--- src/rtl/if_fetch_ctrl_pkg.sv ---
// Shared types and constants for the instruction-fetch front end.
// Inflight entries carry the fetch PC and a wrong-path kill flag.
package if_fetch_ctrl_pkg;

    localparam logic [31:0] RESET_PC_DEF = 32'h1c000000;
    localparam int          INST_W       = 32;
    localparam logic [31:0] PC_INC       = 32'd4;

    typedef struct packed {
        logic [31:0] pc;
        logic        kill;
    } inflight_t;

endpackage

--- src/rtl/if_fetch_ctrl_fifo.sv ---
// Synchronous FIFO with whole-queue flush and a kill-all that sets
// one flag bit in every stored entry.
module fetch_fifo #(
    parameter int W        = 32,
    parameter int DEPTH    = 2,
    parameter int KILL_BIT = 0
) (
    input  logic                   clk,
    input  logic                   rst,
    input  logic                   i_push,
    input  logic [W-1:0]           i_din,
    input  logic                   i_pop,
    input  logic                   i_flush,
    input  logic                   i_kill_all,
    output logic [W-1:0]           o_dout,
    output logic                   o_full,
    output logic                   o_empty,
    output logic [$clog2(DEPTH):0] o_count
);

    localparam int AW = $clog2(DEPTH);
    localparam int CW = AW + 1;

    logic [W-1:0]  r_mem [DEPTH];
    logic [AW-1:0] r_wp;
    logic [AW-1:0] r_rp;
    logic [CW-1:0] r_cnt;

    always_ff @(posedge clk or posedge rst) begin
        if (rst) begin
            r_wp  <= '0;
            r_rp  <= '0;
            r_cnt <= '0;
            for (int i = 0; i < DEPTH; i++) begin
                r_mem[i] <= '0;
            end
        end else if (i_flush) begin
            r_wp  <= '0;
            r_rp  <= '0;
            r_cnt <= '0;
        end else begin
            if (i_kill_all) begin
                for (int i = 0; i < DEPTH; i++) begin
                    r_mem[i][KILL_BIT] <= 1'b1;
                end
            end
            // A push in the kill cycle carries its own kill bit in i_din
            if (i_push) begin
                r_mem[r_wp] <= i_din;
                r_wp        <= r_wp + 1'b1;
            end
            if (i_pop) begin
                r_rp <= r_rp + 1'b1;
            end
            r_cnt <= r_cnt + CW'(i_push) - CW'(i_pop);
        end
    end

    assign o_dout  = r_mem[r_rp];
    assign o_full  = (r_cnt == CW'(DEPTH));
    assign o_empty = (r_cnt == '0);
    assign o_count = r_cnt;

endmodule

--- src/rtl/if_fetch_ctrl.sv ---
// Instruction-fetch front end: issues PCs, tracks inflight fetches,
// buffers responses for ID and discards wrong-path data on redirect.
module if_fetch_ctrl
    import if_fetch_ctrl_pkg::*;
#(
    parameter logic [31:0] RESET_PC = RESET_PC_DEF,
    parameter int          MAX_OUT  = 2
) (
    input  logic              clk,
    input  logic              rst,
    input  logic              redirect,
    input  logic [31:0]       redirect_pc,
    input  logic              id_allow_in,
    output logic              inst_sram_req,
    output logic [31:0]       inst_sram_addr,
    input  logic              inst_sram_addr_ok,
    input  logic              inst_sram_data_ok,
    input  logic [INST_W-1:0] inst_sram_rdata,
    output logic              if_to_id_valid,
    output logic [31:0]       if_to_id_pc,
    output logic [INST_W-1:0] if_to_id_inst
);

    localparam int CW = $clog2(MAX_OUT) + 1;
    localparam int RW = 32 + INST_W;

    logic        r_req;
    logic [31:0] r_pc;
    logic        r_pend;
    logic [31:0] r_pend_pc;

    logic          w_accept;
    inflight_t     w_infl_din;
    inflight_t     w_infl_head;
    logic          w_infl_full;
    logic          w_infl_empty;
    logic [CW-1:0] w_infl_cnt;
    logic          w_resp_push;
    logic          w_resp_pop;
    logic [RW-1:0] w_resp_head;
    logic          w_resp_full;
    logic          w_resp_empty;
    logic [CW-1:0] w_resp_cnt;
    logic [CW:0]   w_infl_nxt;
    logic [CW:0]   w_resp_nxt;
    logic          w_req_nxt;
    logic [31:0]   w_pc_nxt;
    logic          w_pend_nxt;
    logic [31:0]   w_pend_pc_nxt;

    assign w_accept   = r_req & inst_sram_addr_ok;
    assign w_infl_din = inflight_t'{pc: r_pc, kill: r_pend | redirect};

    assign w_resp_push = inst_sram_data_ok & ~w_infl_head.kill & ~redirect;
    assign if_to_id_valid = ~w_resp_empty & ~redirect;
    assign w_resp_pop     = if_to_id_valid & id_allow_in;
    assign if_to_id_pc    = w_resp_head[RW-1:INST_W];
    assign if_to_id_inst  = w_resp_head[INST_W-1:0];

    assign inst_sram_req  = r_req;
    assign inst_sram_addr = r_pc;

    fetch_fifo #(
        .W        ($bits(inflight_t)),
        .DEPTH    (MAX_OUT),
        .KILL_BIT (0)
    ) u_inflight (
        .clk        (clk),
        .rst        (rst),
        .i_push     (w_accept),
        .i_din      (w_infl_din),
        .i_pop      (inst_sram_data_ok),
        .i_flush    (1'b0),
        .i_kill_all (redirect),
        .o_dout     (w_infl_head),
        .o_full     (w_infl_full),
        .o_empty    (w_infl_empty),
        .o_count    (w_infl_cnt)
    );

    fetch_fifo #(
        .W        (RW),
        .DEPTH    (MAX_OUT),
        .KILL_BIT (0)
    ) u_resp (
        .clk        (clk),
        .rst        (rst),
        .i_push     (w_resp_push),
        .i_din      ({w_infl_head.pc, inst_sram_rdata}),
        .i_pop      (w_resp_pop),
        .i_flush    (redirect),
        .i_kill_all (1'b0),
        .o_dout     (w_resp_head),
        .o_full     (w_resp_full),
        .o_empty    (w_resp_empty),
        .o_count    (w_resp_cnt)
    );

    always_comb begin
        w_pc_nxt      = r_pc;
        w_pend_nxt    = r_pend;
        w_pend_pc_nxt = r_pend_pc;
        w_infl_nxt = {1'b0, w_infl_cnt} + (CW+1)'(w_accept)
                   - (CW+1)'(inst_sram_data_ok);
        w_resp_nxt = redirect ? '0
                   : {1'b0, w_resp_cnt} + (CW+1)'(w_resp_push)
                   - (CW+1)'(w_resp_pop);
        // Only issue when every possible response already owns a slot
        w_req_nxt = (r_req & ~inst_sram_addr_ok)
                  | ((w_infl_nxt + w_resp_nxt) < (CW+1)'(MAX_OUT));
        if (w_accept) begin
            w_pend_nxt = 1'b0;
            if (redirect)
                w_pc_nxt = redirect_pc;
            else if (r_pend)
                w_pc_nxt = r_pend_pc;
            else
                w_pc_nxt = r_pc + PC_INC;
        end else if (redirect && r_req) begin
            w_pend_nxt    = 1'b1;
            w_pend_pc_nxt = redirect_pc;
        end else if (redirect) begin
            w_pc_nxt = redirect_pc;
        end
    end

    always_ff @(posedge clk or posedge rst) begin
        if (rst) begin
            r_req     <= 1'b0;
            r_pc      <= RESET_PC;
            r_pend    <= 1'b0;
            r_pend_pc <= '0;
        end else begin
            r_req     <= w_req_nxt;
            r_pc      <= w_pc_nxt;
            r_pend    <= w_pend_nxt;
            r_pend_pc <= w_pend_pc_nxt;
        end
    end

    a_dok_empty: assert property (@(posedge clk) disable iff (rst)
        inst_sram_data_ok |-> !w_infl_empty);
    a_infl_ovf: assert property (@(posedge clk) disable iff (rst)
        (w_accept && w_infl_full) |-> inst_sram_data_ok);
    a_resp_ovf: assert property (@(posedge clk) disable iff (rst)
        (w_resp_push && w_resp_full) |-> w_resp_pop);
    a_resp_udf: assert property (@(posedge clk) disable iff (rst)
        w_resp_pop |-> !w_resp_empty);

endmodule

--- config.mk ---
export PLATFORM = sky130hd
export DESIGN_NAME = if_fetch_ctrl
export DESIGN_NICKNAME = d
export VERILOG_FILES = /design/src/rtl/if_fetch_ctrl_pkg.sv /design/src/rtl/if_fetch_ctrl_fifo.sv /design/src/rtl/if_fetch_ctrl.sv
export SDC_FILE = /design/constraint.sdc
export NUM_CORES = 1
export LEC_CHECK = 0
export CAP_MARGIN = 40
export CORE_ASPECT_RATIO = 2
export CORE_MARGIN = 3
export CORE_UTILIZATION = 50
export DETAILED_ROUTE_END_ITERATION = 8
export PLACE_DENSITY = 0.72
export SLEW_MARGIN = 25
export SYNTH_ARGS = -nofsm -noshare
export SYNTH_HDL_FRONTEND = slang
export SYNTH_SLANG_ARGS = --single-unit
--- constraint.sdc ---
create_clock -name clk -period 10.95 [get_ports clk]
set_clock_uncertainty 0.1 [all_clocks]
set_input_delay 2.19 -clock clk [delete_from_list [all_inputs] [get_ports clk]]
set_output_delay 2.19 -clock clk [all_outputs]
set_load 0.02 [all_outputs]
Word-level counts from Yosys, hierarchy flattened:

Index checks and enable logic that the tools add are counted.
Widths: inputs -> output; s select.

* bits in registers: 268
* input bits: 70
* output and inout port bits: 98

* add/subtract/negate cells: 14
* magnitude comparators: 7
* equal/unequal tests: 1
* multiplexer cells: 31
* bitwise gates (word level): 17
* reduce and logical (&&, ||, !) cells: 11

Operator list (number)
* $mux 64: 4
* $mux 32: 5
* $mux 33: 4
* $bwmux 128: 1
* $bwmux 66: 1
* $mux 65: 1
* $demux 64 s1: 1
* $mux 34: 1
* $demux 33 s1: 1
* $add 32x3->32 const B: 1
* $mux 1: 10
* $ge 2x2->1 const B: 4
* $not 1->2: 4
* $reduce_bool 2->1: 4
* $add 2x1->3: 2
* $and 1x1->1: 6
* $reduce_and 2->1: 3
* $sub 3x1->3: 2
* $not 1->1: 5
* $add 1x1->1 const B: 4
* $add 2x1->2: 2
* $lt 2x1->1 const B: 2
* $sub 2x1->2: 2
* $add 3x3->3: 1
* other kinds (7): 10

Logic depth before layout (Yosys ltp):

Gate-level depths: netlist of the first run.

* depth after elaboration: 13
* mapped depth: 16
* mapped depth without buffers: 15

Hierarchy:

From an unflattened synthesis of the first run, not the netlist that was laid out.

* cells, all modules: 996
* area total of the unflattened synthesis: 13237.7 µm²

By module, submodules not included
* fetch_fifo (u_resp): instances 1, cells an instance 370, area each 6105.9 µm², sequential area each 3303.2 µm²
* if_fetch_ctrl: instances 1, cells an instance 420, area each 4013.8 µm², sequential area each 1655.3 µm²
* fetch_fifo (u_inflight): instances 1, cells an instance 206, area each 3118.0 µm², sequential area each 1751.7 µm²

Worst setup path before layout of the first run:

Ideal clock, no wire load.

* kind: input port to flip-flop
* start point: in redirect
* end point: reg r_req, in the netlist inst_sram_req
* arrival time: 5.160 ns
* path slack: 5.552 ns
* stages on the path: 16
* cell sequence: clkbuf_1 -> clkbuf_1 -> nor2_1 -> nand2_1 -> inv_1 -> ha_1 -> inv_1 -> ha_1 -> fa_1 -> nand2_1 -> ha_1 -> inv_1 -> fa_1 -> xnor2_1 -> xnor2_1 -> o21ai_0

* word-level cells in the longest chain between the ends: 8

RTL lines
* start: declaration: line if_fetch_ctrl.sv:11 `input logic redirect,`
* $not 1->1 (no source line)
* $and 1x1->1: line if_fetch_ctrl.sv:55 `assign if_to_id_valid = ~w_resp_empty & ~redirect;`
* net if_to_id_valid: line if_fetch_ctrl.sv:19 `output logic if_to_id_valid,`
* $and 1x1->1: line if_fetch_ctrl.sv:56 `assign w_resp_pop = if_to_id_valid & id_allow_in;`
* $sub 3x1->3: line if_fetch_ctrl.sv:107 `- (CW+1)'(w_resp_pop);`
* $mux 3: line if_fetch_ctrl.sv:105 `w_resp_nxt = redirect ? '0`
* $add 3x3->3: line if_fetch_ctrl.sv:110 `| ((w_infl_nxt + w_resp_nxt) < (CW+1)'(MAX_OUT));`
* $lt 3x2->1: line if_fetch_ctrl.sv:110
* $or 1x1->1: line if_fetch_ctrl.sv:110
* net w_req_nxt: line if_fetch_ctrl.sv:46 `logic w_req_nxt;`
* end signal: assignment: line if_fetch_ctrl.sv:134 `r_req <= w_req_nxt;`
* end: declaration: line if_fetch_ctrl.sv:27 `logic r_req;`

The timed path passes the listed nets, and every way through them passes these cells.
A chain may end at the register's enable or synchronous reset.

Worst setup path after layout of the first run:

* start point: in redirect
* end point: out if_to_id_valid

* word-level cells in the longest chain between the ends: 2

RTL lines (line)
* $not 1->1 (no source line)
* $and 1x1->1: if_fetch_ctrl.sv:55
* end: declaration: if_fetch_ctrl.sv:19

Every way passes these cells.

==> flow_metrics.tcl, run 1 <==
set metrics [dict create \
    initialDrtViolationCount 458 \
    grt_pass1_wl_mm 42.23 \
    cp_cell_sequence "clkdlybuf4s50_1 -> buf_4 -> nor2_1 -> clkdlybuf4s50_1" \
    synthFlopType "dfrtp_1" \
    power.share.clock 0.197 \
    net-switching-power_mw 1.428 \
    cts_root_buffer "clkbuf_16" \
    viasPerCell 5.594 \
    synth_top_area_frac 0.5455 \
    crit_slowest_cell "clkdlybuf4s50_1" \
    finalMaxSlewViolations 0 \
    routedWlPerCell_um 18.29 \
    syn_inst 986 \
    grt_max_degree 155 \
    final_common_cell "dfrtp_1" \
    ys_seq_elements 268 \
    switching_share 0.3438 \
    cp_max_fo 32 \
    ys_types 52 \
    worst_pin_slew_ps 793.7 \
    fmax_mhz 167.8 \
    internal_power_mw 2.725 \
    critical_path_buf_inv_count 3 \
    ioPinCount 168 \
    port_buffers 167 \
    leakage_nw 6.571 \
    wirelength_mm 26.24 \
    vias 8028 \
    relSlewSlack 0.4709 \
    finalSetupTns_ps 0 \
    yosys.area.top_type "dfrtp_1" \
    drv_cap 0 \
    synth.avg_cell_area_um2 12.33 \
    antenna_left 0 \
    syn-num-nets 1066 \
    cp_slowest_stage_delay_ps 630 \
    power.share.combinational 0.391 \
    cts_made_buffers 25 \
    async_flop_share 1.000 \
    synthMuxAreaShare 0.2380 \
    first_pass_iters 4 \
    worst_ep_arrival_time_ps 3670 \
    critical_path_class "primary input to primary output" \
    htreeDepth 1 \
    status "complete, no violations" \
    insertion_delay_ps 520 \
    final_cell_mix "dfrtp_1, mux2_2, clkdlybuf4s50_1" \
    synthSimpleGateAreaFrac 0.07432 \
    cts_tree "yes" \
    die_w_um 116.3 \
    post-route-period-util 0.5444 \
    core_um2 23920 \
    fill_cells 1948 \
    regArea_um2 6713 \
    setup_viol 0 \
    grt_pass1_vias 8295 \
    place_congestion 0.8255 \
    synth_xor_area_frac 0.02306 \
    remaining_drc_errors 0 \
    hpwl_mm 18.06 \
    syn-cell-area_um2 12160 \
    grt_remaining_overflow 0 \
    rows 80 \
    rsz0062_at_grt "no" \
    cts_setup_buffers 0 \
    ys_seq_area_frac 0.5520 \
    dieHeight_um 226.5 \
    synth_area_leaders "dfrtp_1, mux2_2, mux2i_1, o21ai_0, nand2_1" \
    synth_compound_area_frac 0.07092 \
    cts.sink_count 268 \
    seq_power_share 0.411 \
    finalPower_mw 4.153 \
    hp-class "flip-flop to flip-flop" \
    synth_top_family_by_area "multiplexers" \
    worst_path_most_repeated_cell "clkdlybuf4s50_1" \
    clockBufferDepth 3 \
    cts.clk_slew.worst_paths_ps 60 \
    dieArea_um2 26330 \
    nets 1214 \
    cts-hold-fix-buffers 0 \
    antenna_found_initial 0 \
    synth_fa_ha_area_frac 0.01153 \
    yosysWarnings 0 \
    vdd_drop_max_mv 0.1693 \
    drive_above_1_share 0.2552 \
    worst_setup_path_start_kind "primary input" \
    syn_to_final_growth_pct 22.53 \
    multi_input_area_um2 5094 \
    start_util 0.5081 \
    synth-edff-count 0 \
    required_ps 8660 \
    p_per_area_nw_per_um2 278.9 \
    ctsResizeCount 0 \
    grt_usage 0.1998 \
    diodes 0 \
    period_minus_slack_ps 5961 \
    cp_top_family "buffers and inverters" \
    finalHoldViolCount 0 \
    cp-end-kind "primary output" \
]
cells in the mapped netlist, types with 14 or more instances:
cell type and number:
dfrtp_1 265, a221oi_1 15, nand2_1 65, a21oi_1 41, xor2_1 18, mux2i_1 37, clkbuf_1 18, and3_1 16
mux2_2 222, inv_1 18, o21ai_0 53, nand3_1 20, buf_2 36, nor2_1 59, xnor2_1 14
final cells by class:
cell class                      instances  area share
Clock buffer                           35     0.04721
Clock inverter                          6    0.004116
Inverter                               18    0.005040
Multi-Input combinational cell        637      0.3420
Sequential cell                       268      0.4507
Tap cell                              287     0.02411
Timing Repair Buffer                  184      0.1268
state kept, by name (all words and copies together) (netlist names), 2 cells and up:
register / count
u_inflight.o_count: 2
u_resp.o_count: 2
inst_sram_addr: 32
u_resp.r_mem: 128
r_pend_pc: 32
u_inflight.r_mem: 66
cell families (layout without fill, tap and decap cells):
kind of cell,after synthesis,after routing
adder cells (fa/ha/maj),10,10
XOR/XNOR,32,32
AND/OR/NAND/NOR,189,189
AO/OA/AOI/OAI,146,146
multiplexers,260,260
buffers and inverters,81,243
flip-flops,268,268
path summary, 6_finish.rpt:
kind	endpoint	cells past startpoint	slack, ps	start
setup / recovery	if_to_id_valid	4	4990	redirect
min in group asynchronous	u_resp.r_mem[7]	2	1960	rst
setup reg to reg	inst_sram_req	13	7310	u_inflight.r_rp
hold / removal	u_inflight.o_count[1]	1	370	u_inflight.o_count[1]
max in group asynchronous	u_resp.r_rp	3	7640	rst
hold reg to reg	u_inflight.o_count[1]	1	370	u_inflight.o_count[1]
worst reg2reg max path, stage by stage (launching register included):
cell and delay (ps):
dfrtp_2 640, mux2i_4 340, nand3_2 140, ha_1 320
inv_1 40, ha_1 180, fa_1 480, nand2_1 80
ha_1 310, inv_1 50, fa_1 430, xnor2_1 180
xnor2_1 130, o21ai_0 80
power groups by stage:
stage          combinational, mW  clock, mW  sequential (mW)
2_1_floorplan               1.05          0             1.66
3_3_place_gp                1.57          0             1.73
3_5_place_dp                1.64          0             1.73
4_1_cts                     1.65      0.845             1.71
5_1_grt                     1.77      0.884             1.77
6_report                    1.63      0.819             1.71
per-stage QoR:
stage	util	setup slack [ps]	cell area, um2	hold slack (ps)	cells
after detailed placement	0.5895	4969	14100	363.4	1393
after floorplan	-	1283	12160	344.4	986
after CTS	0.6214	4968	14870	376.7	1434
after global routing	0.6226	4941	14890	389.6	1435
final	0.6226	4989	14890	370.5	1435
after global placement	0.5848	4967	13990	355.4	1387
metal layers:
metal	GRT usage	vias up	share of wire
li1	-	3777	-
met1	0.2427	4024	0.40
met2	0.3626	187	0.53
met3	0.02270	40	0.040
met4	0.06594	0	0.027
met5	0	-	0
Power figures use the tool's default switching activity.
==> run 2: changes to the inputs <==
--- a/config.mk
+++ b/config.mk
@@ -10,7 +10,7 @@
 export CORE_MARGIN = 3
 export CORE_UTILIZATION = 50
 export DETAILED_ROUTE_END_ITERATION = 8
-export PLACE_DENSITY = 0.72
+export PLACE_DENSITY = 0.75
 export SLEW_MARGIN = 25
 export SYNTH_ARGS = -nofsm -noshare
 export SYNTH_HDL_FRONTEND = slang
==> constraint.sdc (replaced) <==
create_clock -name clk -period 4.86 [get_ports clk]
set_clock_uncertainty 0.1 [all_clocks]
set_input_delay 0.972 -clock clk [delete_from_list [all_inputs] [get_ports clk]]
set_output_delay 0.972 -clock clk [all_outputs]
set_load 0.02 [all_outputs]
==> run 2 against run 1 <==
  * Clock-buffer cell count fell by 4
  * First-iteration DRC count is 7.4% lower
  * Sequential share of layout area down 0.15 points
  * Total power rose by 130%
  * Register-to-register slack lost 5800 ps
  * Combinational power is 130% higher
==> flow_metrics.tcl, run 2 (synthesis gave the netlist of run 1 again) <==
set metrics [dict create \
    critical_path_class "primary input to flip-flop" \
    grt_remaining_overflow 0 \
    wirelength_mm 27.13 \
    hpwl_mm 18.39 \
    fmax_mhz 268.3 \
    cts_made_buffers 25 \
    initialDrtViolationCount 424 \
    drv_cap 0 \
    finalPower_mw 9.448 \
    setup_viol 0 \
    worst_ep_arrival_time_ps 4000 \
    drt-met1-wl_mm 10.56 \
    cts_root_buffer "clkbuf_16" \
    cts.clk_slew.worst_paths_ps 60 \
    largest_reg_flops 128 \
    timing.rr.start "u_inflight.r_rp" \
    finalHoldViolCount 0 \
    core_um2 23920 \
    worst_path_most_repeated_cell "ha_1" \
    antenna_left 0 \
    routed.top_layer "met4" \
    cp.depth 13 \
    grt_max_degree 121 \
    start_util 0.5081 \
    largest-register "u_resp.r_mem" \
    htreeDepth 1 \
    met2WireLength_mm 14.52 \
    final_common_cell "dfrtp_1" \
    rrSetupSlack_ps 1560 \
    finalMaxSlewViolations 0 \
    grt_pass1_vias 8528 \
    cp_max_fo 6 \
    final_cell_mix "dfrtp_1, mux2_2, clkdlybuf4s50_1" \
    worst_pin_slew_ps 729.7 \
    cp_top_family "adder cells" \
    period_minus_slack_ps 3728 \
    ioPinCount 168 \
    place_congestion 0.8222 \
    remaining_drc_errors 0 \
    fin_util 0.6246 \
    leakage_nw 6.595 \
    cp_slowest_stage_delay_ps 610 \
    diodes 0 \
    syn_to_final_growth_pct 22.93 \
    p_per_area_nw_per_um2 632.2 \
    cts-hold-fix-buffers 0 \
    grt_pass1_wl_mm 44.40 \
    hold_depth 2 \
    required_ps 5130 \
    status "complete, no violations" \
    rsz0062_at_grt "no" \
    port_buffers 167 \
    finalSetupTns_ps 0 \
    critPathLaunch "inst_sram_data_ok" \
    antenna_found_initial 0 \
    vdd_drop_max_mv 0.3573 \
    insertion_delay_ps 530 \
    drive_above_1_share 0.2647 \
    cts_tree "yes" \
    relSlewSlack 0.5099 \
    critical_path_buf_inv_count 3 \
    endpoint "inst_sram_req" \
    r2r_cells 13 \
    die_w_um 116.3 \
    crit_slowest_cell "clkdlybuf4s50_1" \
    post-route-period-util 0.7670 \
    viasPerCell 5.588 \
    worstReg2RegEnd "inst_sram_req" \
    cp-end-kind "flip-flop" \
    reg_top3 "u_resp.r_mem x128, u_inflight.r_mem x66" \
    hp-class "flip-flop to flip-flop" \
    whs_ps 373.6 \
    vias 8064 \
    cts_setup_buffers 0 \
    dieArea_um2 26330 \
    nets 1218 \
    dieHeight_um 226.5 \
    worst_setup_path_start_kind "primary input" \
    grt_usage 0.2105 \
    first_pass_iters 4 \
    clockBufferDepth 3 \
    ctsResizeCount 0 \
    cts.sink_count 268 \
    wl_met3_mm 1.121 \
    rows 80 \
    cp_cell_sequence "clkdlybuf4s50_1 -> nand3_2 -> ha_1 -> inv_1 -> ha_1 -> fa_1 -> nand2_1 -> ha_1 -> inv_1 -> fa_1 -> xnor2_1 -> xnor2_1 -> o21ai_0" \
    routedWlPerCell_um 18.80 \
]
## run 2: cell types whose count changed in the layout (fill, tap and decap cells not counted)
cell and change:
o21ai_1 -1, o21ai_0 +1, clkbuf_8 +1, clkbuf_1 -5, clkinv_2 +5, clkinvlp_4 +5, inv_8 -2, buf_6 +1
buf_4 +4, buf_16 -1
## run 2: where the power goes
| group | switching [mW] | internal [mW] |
|---|---|---|
| logic | 1.75 | 1.95 |
| clock network | 0.842 | 1.07 |
| registers | 0.705 | 3.13 |
## run 2: cell type report
type	count	area, um2
Inverter	18	71.32
Multi-Input combinational cell	637	5094
Timing Repair Buffer	188	1903
Clock buffer	31	698.2
Fill cell	1888	8980
Clock inverter	14	105.1
Tap cell	287	359.1
Sequential cell	268	6713
## run 2: how the worst min path moves through the flow
| stage | start | to |
|---|---|---|
| 2_1_floorplan | r_pend_pc[3] | r_pend_pc[3] |
| 3_3_place_gp | u_resp.r_mem[57] | u_resp.r_mem[57] |
| 3_5_place_dp | u_resp.r_mem[52] | u_resp.r_mem[52] |
| 4_1_cts | u_resp.r_mem[53] | u_resp.r_mem[53] |
| 5_1_grt | u_resp.r_mem[57] | u_resp.r_mem[57] |
| 6_report | u_resp.r_mem[47] | u_resp.r_mem[47] |
## run 2: through the flow
stage | instances | setup WS, ps | area, um2
after global routing | 1443 | 977.0 | 14940
after detailed placement | 1397 | 560.8 | 14130
after floorplan | 986 | 251.0 | 12160
after global placement | 1394 | 674.3 | 14060
after CTS | 1442 | 1145 | 14930
final | 1443 | 1132 | 14940
## run 2: tightest hold or removal path: stages (launching register included)
cell	delay (ps)
dfrtp_1	340
nand2_1	40
o21ai_0	60
## run 2: per-layer routing
metal | track usage | vias to the layer above
met4 | 0.08393 | 0
li1 | - | 3793
met5 | 0 | -
met3 | 0.02698 | 51
met1 | 0.2552 | 4013
met2 | 0.3731 | 207
==> run 3: changes to the inputs <==
--- a/config.mk
+++ b/config.mk
@@ -10,7 +10,7 @@
 export CORE_MARGIN = 3
 export CORE_UTILIZATION = 50
 export DETAILED_ROUTE_END_ITERATION = 8
-export PLACE_DENSITY = 0.75
+export PLACE_DENSITY = 0.72
 export SLEW_MARGIN = 25
 export SYNTH_ARGS = -nofsm -noshare
 export SYNTH_HDL_FRONTEND = slang
==> constraint.sdc (replaced) <==
create_clock -name clk -period 3.6 [get_ports clk]
set_clock_uncertainty 0.1 [all_clocks]
set_input_delay 0.72 -clock clk [delete_from_list [all_inputs] [get_ports clk]]
set_output_delay 0.72 -clock clk [all_outputs]
set_load 0.02 [all_outputs]
==> run 3 against run 2 <==
  * First-iteration DRC count shrank 5.2%
  * Core utilization grew 0.67 points
  * Sequential share of layout area shrank 0.48 points
  * Critical path depth shrank 10
  * Global-route usage is essentially flat
  * Highest routed layer unchanged
==> flow_metrics.tcl, run 3 (synthesis gave the netlist of run 1 again) <==
set metrics [dict create \
    required_ps 2780 \
    grt_remaining_overflow 0 \
    hold_depth 2 \
    cts_setup_buffers 0 \
    reg_top3 "u_resp.r_mem x128, u_inflight.r_mem x66" \
    cts.sink_count 268 \
    antenna_found_initial 0 \
    hp-class "flip-flop to flip-flop" \
    final_cell_mix "dfrtp_1, mux2_2, clkdlybuf4s50_1" \
    rsz0062_at_grt "no" \
    hpwl_mm 18.93 \
    finalPower_mw 12.79 \
    post-route-period-util 0.9106 \
    place_ws_ps -348.8 \
    timing.rr.start "u_resp.o_count[1]" \
    place_inst 1416 \
    fin_area_um2 15100 \
    hold_path_startpoint "u_resp.r_mem[53]" \
    cp_cell_sequence "buf_4 -> mux2_2 -> clkdlybuf4s50_1" \
    period_minus_slack_ps 3278 \
    worst_setup_path_start_kind "flip-flop" \
    finalMaxSlewViolations 0 \
    drv_cap 0 \
    cp_top_family "buffers and inverters" \
    cts_tree "yes" \
    start_util 0.5081 \
    cp_max_fo 21 \
    finalSetupTns_ps 0 \
    fmax_mhz 305.0 \
    whs_ps 373.6 \
    setup_ws_ps 321.8 \
    grt_pass1_vias 8771 \
    cts_root_buffer "clkbuf_16" \
    critical_path_class "flip-flop to primary output" \
    finalHoldViolCount 0 \
    first_pass_iters 4 \
    viasPerCell 5.612 \
    antenna_left 0 \
    dieArea_um2 26330 \
    r2r_cells 15 \
    clockBufferDepth 3 \
    p_per_area_nw_per_um2 846.9 \
    crit_slowest_cell "dfrtp_2" \
    worst_ep_arrival_time_ps 2460 \
    min_to "u_resp.r_mem[53]" \
    setup_viol 0 \
    leakage_nw 6.697 \
    relSlewSlack 0.5252 \
    insertion_delay_ps 520 \
    rows 80 \
    largest-register "u_resp.r_mem" \
    rrSetupSlack_ps 370 \
    vias 8199 \
    grt_pass1_wl_mm 44.40 \
    power.share.clock 0.202 \
    stdcell_count 1461 \
    dieHeight_um 226.5 \
    cp_slowest_stage_delay_ps 710 \
    placed_area_um2 14300 \
    initialDrtViolationCount 402 \
    remaining_drc_errors 0 \
    power.share.combinational 0.395 \
    ioPinCount 168 \
    cp-end-kind "primary output" \
    final_common_cell "dfrtp_1" \
    syn_to_final_growth_pct 24.25 \
    core_um2 23920 \
    die_w_um 116.3 \
    critical_path_buf_inv_count 2 \
    seq_power_share 0.403 \
    worstReg2RegEnd "inst_sram_req" \
    diodes 0 \
    htreeDepth 1 \
    drive_above_1_share 0.2709 \
    largest_reg_flops 128 \
    cts_made_buffers 25 \
    worst_pin_slew_ps 712.2 \
    internal_power_mw 8.395 \
    grt_max_degree 97 \
    place_congestion 0.8353 \
    status "complete, no violations" \
    nets 1236 \
    port_buffers 167 \
    vdd_drop_max_mv 0.5273 \
    wirelength_mm 27.13 \
    routedWlPerCell_um 18.57 \
    switching_share 0.3437 \
    fin_util 0.6313 \
    net-switching-power_mw 4.397 \
    cts.clk_slew.worst_paths_ps 60 \
    grt_usage 0.2100 \
]
==> run 3: cell types whose count changed in the layout (fill, tap and decap cells not counted), sizes merged <==
cell           previous run  this run
buf                      21        39
clkbuf                   31        39
clkdlybuf4s50           167       166
clkinv                    9         5
clkinvlp                  5         1
dlymetal6s2s              0         1
==> run 3: what timing repair did <==
action / 4_1_cts / 5_1_grt
endpoints found under the setup margin: 0 / 1
hold buffers: 0 / 0
hold endpoints to repair: 0 / 0
gates resized for setup: 0 / 1
==> run 3: power groups by stage <==
stage / Sequential [mW] / Clock, mW / Combinational (mW)
floorplan: 5.04 / 0 / 3.21
global placement: 5.14 / 0 / 5.01
detailed placement: 5.20 / 0 / 5.09
CTS: 5.16 / 2.65 / 5.12
global route: 5.32 / 2.77 / 5.49
finish: 5.16 / 2.58 / 5.05
==> run 3: metal layers <==
metal / wire length, um / share of wire / GRT usage / vias to the layer above
met2: 14370 / 0.53 / 0.3836 / 204
li1: - / - / - / 3832
met3: 1027 / 0.038 / 0.02484 / 43
met4: 767 / 0.028 / 0.07269 / 0
met1: 10970 / 0.40 / 0.2505 / 4120
met5: 0 / 0 / 0 / -
==> run 3: cell type report <==
class	instances	area, um2
fillers	1909	8820
clock buffers	39	748.2
inverters	18	71.32
flip-flops and latches	268	6713
clock inverters	6	55.05
multi-input cells	637	5090
well taps	287	359.1
repair buffers	206	2067
==> run 3: worst max-delay path by stage <==
stage	slack, ps	endpoint	depth (start not counted)	startpoint
2_1_floorplan	-760	inst_sram_addr[0]	1	rst
3_3_place_gp	-290	inst_sram_req	15	redirect
3_5_place_dp	-350	inst_sram_req	15	redirect
4_1_cts	200	inst_sram_req	15	redirect
5_1_grt	140	inst_sram_req	15	u_resp.o_count[1]
6_report	320	if_to_id_inst[7]	3	u_resp.r_rp
==> run 3: worst register-to-register path, cell delays in order, from the launching register on <==
cell	delay, ps
dfrtp_1	400
nor2_1	210
nor2_4	50
nand2_1	90
inv_1	50
ha_1	260
inv_1	40
ha_1	180
fa_1	480
nand2_1	70
ha_1	280
inv_1	60
fa_1	430
xnor2_1	180
xnor2_1	130
o21ai_0	80
